`config.mk`:
```
export PLATFORM = sky130hd
export DESIGN_NAME = pipe_hazard
export DESIGN_NICKNAME = d
export VERILOG_FILES = /design/src/rtl/pipe_hazard.sv
export SDC_FILE = /design/constraint.sdc
export NUM_CORES = 1
export LEC_CHECK = 0
export CAP_MARGIN = 10
export CELL_PAD_IN_SITES_DETAIL_PLACEMENT = 0
export CELL_PAD_IN_SITES_GLOBAL_PLACEMENT = 1
export CORE_MARGIN = 2
export CORE_UTILIZATION = 30
export DETAILED_ROUTE_END_ITERATION = 16
export PLACE_DENSITY = 0.78
export SLEW_MARGIN = 25
export SYNTH_ARGS = -nofsm -noshare
export SYNTH_HDL_FRONTEND = slang
export SYNTH_SLANG_ARGS = --single-unit
```
`constraint.sdc`:
```
create_clock -name clk -period 2.5 [get_ports clk]
set_clock_uncertainty 0.15 [all_clocks]
set_input_delay 0.5 -clock clk [delete_from_list [all_inputs] [get_ports clk]]
set_output_delay 0.5 -clock clk [all_outputs]
set_load 0.05 [all_outputs]
```
`src/rtl/pipe_hazard.sv`:
```
// pipe_hazard: tracks in-flight destinations, selects forwarding, stalls on load-use, squashes wrong-path slots
module pipe_hazard #(
    parameter int REG_IDX_W   = 5,
    parameter int DEPTH       = 3,
    parameter int LOAD_LAT    = 1,
    parameter int FLUSH_SLOTS = 2,
    parameter int SEL_W       = $clog2(DEPTH + 1)
) (
    input  logic                 clk,
    input  logic                 rst,
    input  logic                 id_valid,
    input  logic [REG_IDX_W-1:0] id_rs1,
    input  logic [REG_IDX_W-1:0] id_rs2,
    input  logic                 id_rs1_used,
    input  logic                 id_rs2_used,
    input  logic [REG_IDX_W-1:0] id_rd,
    input  logic                 id_reg_write,
    input  logic                 id_is_load,
    input  logic                 ex_taken,
    output logic                 stall,
    output logic                 kill,
    output logic [SEL_W-1:0]     fwd_sel1,
    output logic [SEL_W-1:0]     fwd_sel2,
    output logic                 wb_en,
    output logic [REG_IDX_W-1:0] wb_rd
);
    localparam int FC_W = $clog2(FLUSH_SLOTS + 1);

    logic [DEPTH:1]                v, rw, ld;
    logic [DEPTH:1][REG_IDX_W-1:0] rd;
    logic [FC_W-1:0]               fcnt;
    logic                          ex_eff, acc, f1, f2, a1, a2;
    logic [SEL_W-1:0]              p1, p2;
    logic [REG_IDX_W-1:0]          rd_in;

    assign ex_eff = ex_taken & v[1];

    // youngest in-flight producer per operand (x0 never matches) and whether its result is ready
    always_comb begin
        f1 = 1'b0;
        a1 = 1'b0;
        p1 = '0;
        f2 = 1'b0;
        a2 = 1'b0;
        p2 = '0;
        for (int k = DEPTH; k >= 1; k--) begin
            if (v[k] && rw[k] && id_rs1 != '0 && rd[k] == id_rs1) begin
                f1 = 1'b1;
                p1 = SEL_W'(k);
                a1 = !ld[k] || k >= 1 + LOAD_LAT;
            end
            if (v[k] && rw[k] && id_rs2 != '0 && rd[k] == id_rs2) begin
                f2 = 1'b1;
                p2 = SEL_W'(k);
                a2 = !ld[k] || k >= 1 + LOAD_LAT;
            end
        end
    end

    assign stall    = id_valid & (fcnt == '0) & ~ex_eff &
                      ((id_rs1_used & f1 & ~a1) | (id_rs2_used & f2 & ~a2));
    assign acc      = id_valid & ~stall & (fcnt == '0) & ~ex_eff;
    assign rd_in    = acc ? id_rd : '0;
    assign fwd_sel1 = (f1 & a1 & id_rs1_used) ? p1 : '0;
    assign fwd_sel2 = (f2 & a2 & id_rs2_used) ? p2 : '0;
    assign kill     = ~v[1];
    assign wb_en    = v[DEPTH] & rw[DEPTH] & (rd[DEPTH] != '0);
    assign wb_rd    = rd[DEPTH];

    // advance the tracking pipe one stage and run the post-branch squash counter
    always_ff @(posedge clk) begin
        if (rst) begin
            v    <= '0;
            rw   <= '0;
            ld   <= '0;
            rd   <= '0;
            fcnt <= '0;
        end else begin
            v    <= {v[DEPTH-1:1], acc};
            rw   <= {rw[DEPTH-1:1], acc & id_reg_write};
            ld   <= {ld[DEPTH-1:1], acc & id_is_load};
            rd   <= {rd[DEPTH-1:1], rd_in};
            fcnt <= ex_eff ? FC_W'(FLUSH_SLOTS - 1) : fcnt - FC_W'(fcnt != '0);
        end
    end
endmodule

```
Yosys cells after proc, flatten, opt, wreduce, memory -nomap -nowiden
Cells that the tools add are included.
{"block": "op_classes", "reduce_logical": 23, "n_eq_ne": 6, "bitwise": 26, "add_sub_neg": 1, "n_mux": 17}
{"operator": "== test 5 bit", "n": 6}
{"operator": "AND 1 bit", "n": 19}
{"operator": "2-to-1 mux 2 bit", "n": 8}
{"operator": "logical AND 1 bit", "n": 15}
{"operator": "nonzero test 5 bit", "n": 3}
{"operator": "2-to-1 mux 1 bit", "n": 9}
{"operator": "inverter 1 bit", "n": 6}
{"operator": "OR reduction 2 bit", "n": 2}
{"operator": "zero test 2 bit", "n": 1}
{"operator": "nonzero test 2 bit", "n": 1}
{"operator": "subtractor 2 x 1 -> 2 bit", "n": 1}
{"operator": "zero test 1 bit", "n": 1}
{"operator": "bitwise OR 1 bit", "n": 1}
{"block": "word_totals", "inputBits": 23, "register_bits": 24, "word_cells": 81, "output_inout_bits": 12}

Depth between registers and ports, before layout
{"block": "depth", "word_depth": 16, "mapped_depth": 5, "mapped_depth_nobuf": 5}

Worst setup path before layout
OpenSTA, ideal clock, no wires.
{"block": "synth_path", "path_type": "input-to-output", "start": "in id_rs1[1]", "end": "out fwd_sel1[0]", "path_buffers": 0, "setup_slack_ns": -0.646, "arrival_ns": 2.496, "path_stages": 4, "required_ns": 1.850, "cell_sequence": "or4_4 > nor2_4 > o41ai_1 > o31ai_1"}
{"block": "synth_via", "elab_chain_cells": 9, "elab_cells_between_ends": 20, "cone_classes": "3 x eq/ne; 8 x mux; 2 x bitwise; 7 x reduce/logical"}
{"item": "start: declaration", "line": "12", "rtl": "input logic [REG_IDX_W-1:0] id_rs1,"}
{"item": "nonzero test 5 bit", "line": "47", "rtl": "if (v[k] && rw[k] && id_rs1 != '0 && rd[k] == id_rs1) begin"}
{"item": "logical AND 1 bit (2 in series)", "line": "47"}
{"item": "2-to-1 mux 1 bit (3 in series)", "line": "47"}
{"item": "AND 1 bit (2 in series)", "line": "64", "rtl": "assign fwd_sel1 = (f1 & a1 & id_rs1_used) ? p1 : '0;"}
{"item": "2-to-1 mux 2 bit (*)", "line": "64"}
{"item": "end: declaration", "line": "22", "rtl": "output logic [SEL_W-1:0] fwd_sel1,"}
Mark *: on every way between the ends. The rest lies on a longest branch, timed or not.

Final worst setup path
Ends and elaborated chain as after synthesis.

==> results.ini <==
[yosys]
area_share_of_the_largest_cell_type_after_synthesis_pct = 37.28
async_flop_share_pct = 0
ys_top_cells_by_area = dfxtp_1 (37%), xnor2_1 (17%), nor2b_1 (6.3%), and4bb_2 (3.9%), buf_4 (2.9%)
netlist_area_um2 = 1289
ys_warn_count = 0
synth-seq-area-share_pct = 37.28
synth_common_cells = xnor2_1 (25), dfxtp_1 (24), nor2b_1 (13)
yosys.cell_count.top_type = xnor2_1
ys_types = 34
synth_flop_cell = dfxtp_1
synth_area_per_cell_um2 = 9.617
yosys_register_bits = 24
yosys.area.top_type = dfxtp_1
synth_fp_nets = 157
number_of_synthesized_flops_with_an_enable_pin = 0
syn_inst = 134

[cts]
cts_tree = yes
clk-insertion-delay-late_ns = 0.27
cts-hold-fix-buffers = 0
cts_root_buffer = clkbuf_8
cts.htree.levels = 1
max-clock-path-buffers = 2
clock-sinks = 24
cts.clk_slew.worst_paths_ns = 0.07
cts-buffers-inserted = 3

[critical_path]
crit-reg2reg-capture = ld[1]
regToRegStartpoint = rd[1]
timing.critical_path.slowest_cell_delay_ns = 0.54
buffers_plus_inverters_on_the_worst_setup_path = 3
critical_path.cell_chain = buf_8, or4_4, nor2_4, buf_6, nor3_4, o31ai_4, buf_12
cp_data_required_time_ns = 1.85
worst-r2r-cell-count = 6
crit_path_start_kind = input port
r2r_setup_slack_ns = 0.55
largest_fanout_of_any_net_on_the_critical_path = 4
type_of_the_worst_setup_path = input port to output port
worst_ep_arrival_time_ns = 2.00
path_delay_family = simple AND/OR/NAND/NOR gates
crit_slowest_cell = or4_4
setup.worst_path.end_class = output port

[min_path]
whs_path_depth = 2
hold_end = fcnt[1]
min-delay-path-class = register to register
timing.hold.worst.start = fcnt[1]

[global_routing]
grt_util_all_layers_pct = 15.86
globalRouteOverflowTotal = 0
grt_max_degree = 17
first_global_vias = 1250
grt_pass1_wl_um = 6065
number_of_antenna_violations_at_the_first_check_in_global_routing = 0

[routing]
vias = 1141
drt_iter0_markers = 32
firstDrtPassIters = 4
routed_wl_um = 3613
ant_nets = 0
post_drt_wl_per_cell_um = 14.99
drc = 0
via_per_inst = 4.734

[finish]
final_core_utilization_pct = 53.38
nets = 216
sequential_cell_area_um2 = 488.0
filler_cell_count = 372
multi_input_gate_area_um2 = 937.1
final_layout_size_suffix_gt1_share_pct = 42.93
synthToLayoutAreaGrowth_pct = 68.06
number_of_cells_in_the_finished_layout_apart_from_fillers = 241
diodes = 0
post-route-cell-area_um2 = 2166

[sta]
maxClockFrequency_mhz = 377.3
maxSlewViolCount = 0
timing.final.crit_period_ns = 2.651
period_share_pct = 106.0
setup_violations = 5
grt_setup_unrepaired = true
slew_headroom_pct = 61.32
post-route-worst-setup-slack_ns = -0.1505
timing_hold_violations_final = 0
max_slew.worst_pin.slew_ns = 0.5784

[place]
place.detailed.hpwl_um = 2689
portBuffers = 34
globalplace.congestion = 0.8337
numPlacedInstances = 231
post_place_cell_area_um2 = 1878

[die]
initial_utilization_pct = 31.76
die-width_um = 69.54
height_of_the_die_um = 69.54
ios = 35
core_area_um2 = 4058
row_count = 23
die_area_um2 = 4836

[power]
p_leak_uw = 0.0007783
peakVddDrop_mv = 0.1914
power-per-cell-area_nw_per_um2 = 376.6

[run_status]
violations_in_the_final_reports = negative setup slack
status = finished with violations

[run]
cap_viol_max_count = 0

[registers in the layout, summed over array words and instances (netlist names)]
signal / count
rd: 10
wb_rd: 5
rw: 3
v: 3
fcnt: 2
ld: 1
[worst max path at each step]
stage          startpoint          end  cells past startpoint
2_1_floorplan   id_rs1[1]  fwd_sel1[0]                      4
3_3_place_gp    id_rs2[1]  fwd_sel2[0]                      9
3_5_place_dp    id_rs1[1]  fwd_sel1[1]                      7
4_1_cts         id_rs1[1]  fwd_sel1[0]                      7
5_1_grt         id_rs1[1]  fwd_sel1[0]                      7
6_report        id_rs1[1]  fwd_sel1[0]                      7
[power by group]
part           internal (uW)  total, uW  switching, uW
combinational            107        183           75.4
clock                    108        227            119
sequential               393        405           12.7
total                    608        816            208
[timing repair]
action | in CTS | in global routing
setup endpoints to repair | 5 | 5
pin swaps | 27 | 8
resized for setup | 82 | 6
buffers inserted | 7 | 1
gates cloned | 0 | 0
[metal layers]
metal  global-route usage (%)  wire, um  vias to the layer above
met5                        0         0                        -
met4                    6.536        60                        0
met3                    2.326       147                        5
met2                    27.24      1899                       28
met1                    19.77      1505                      533
li1                         -         -                      575
[final cells by class]
cell class | count | area share (%)
multi-input cells | 98 | 43.27
inverters | 4 | 0.6932
clock buffers | 3 | 1.906
flip-flops and latches | 24 | 22.53
well taps | 50 | 2.889
repair buffers | 62 | 28.71
[stage by stage]
stage	worst slack, ns	TNS, ns	hold slack, ns	power [uW]
floorplan	-0.008710	-0.01145	0.2857	481.0
global placement	-0.6253	-4.265	0.2938	562.0
detailed placement	-0.6093	-4.304	0.3158	565.3
CTS	-0.1458	-0.5284	0.3267	819.8
global route	-0.1917	-0.7080	0.3576	854.2
finish	-0.1505	-0.4752	0.3263	815.6
[placed cells by master, fill, tap and decap left out, types with 4 or more instances in the layout]
master / count
xnor2_1: 19
buf_6: 10
nand2_1: 4
inv_1: 4
clkdlybuf4s50_1: 17
buf_4: 22
or4_4: 4
dfxtp_1: 20
buf_2: 4
xnor2_2: 5
nor2_1: 5
nand4_1: 5
and4bb_2: 4
buf_12: 5
nand3_1: 4
nor2b_1: 13
[worst min-delay path: stages, from the launching register on]
cell,delay (ns)
dfxtp_1,0.33
nand3_1,0.07
nor2_1,0.04
[kinds of logic (layout without fill, tap and decap cells)]
logic type,Yosys count,after routing,share of synthesized area [%]
compound gates,11,11,6.699
buf+inv,12,69,4.951
xor+xnor,27,27,18.35
simple gates,60,60,32.72
flops,24,24,37.28
Power figures use the tool's default switching activity.
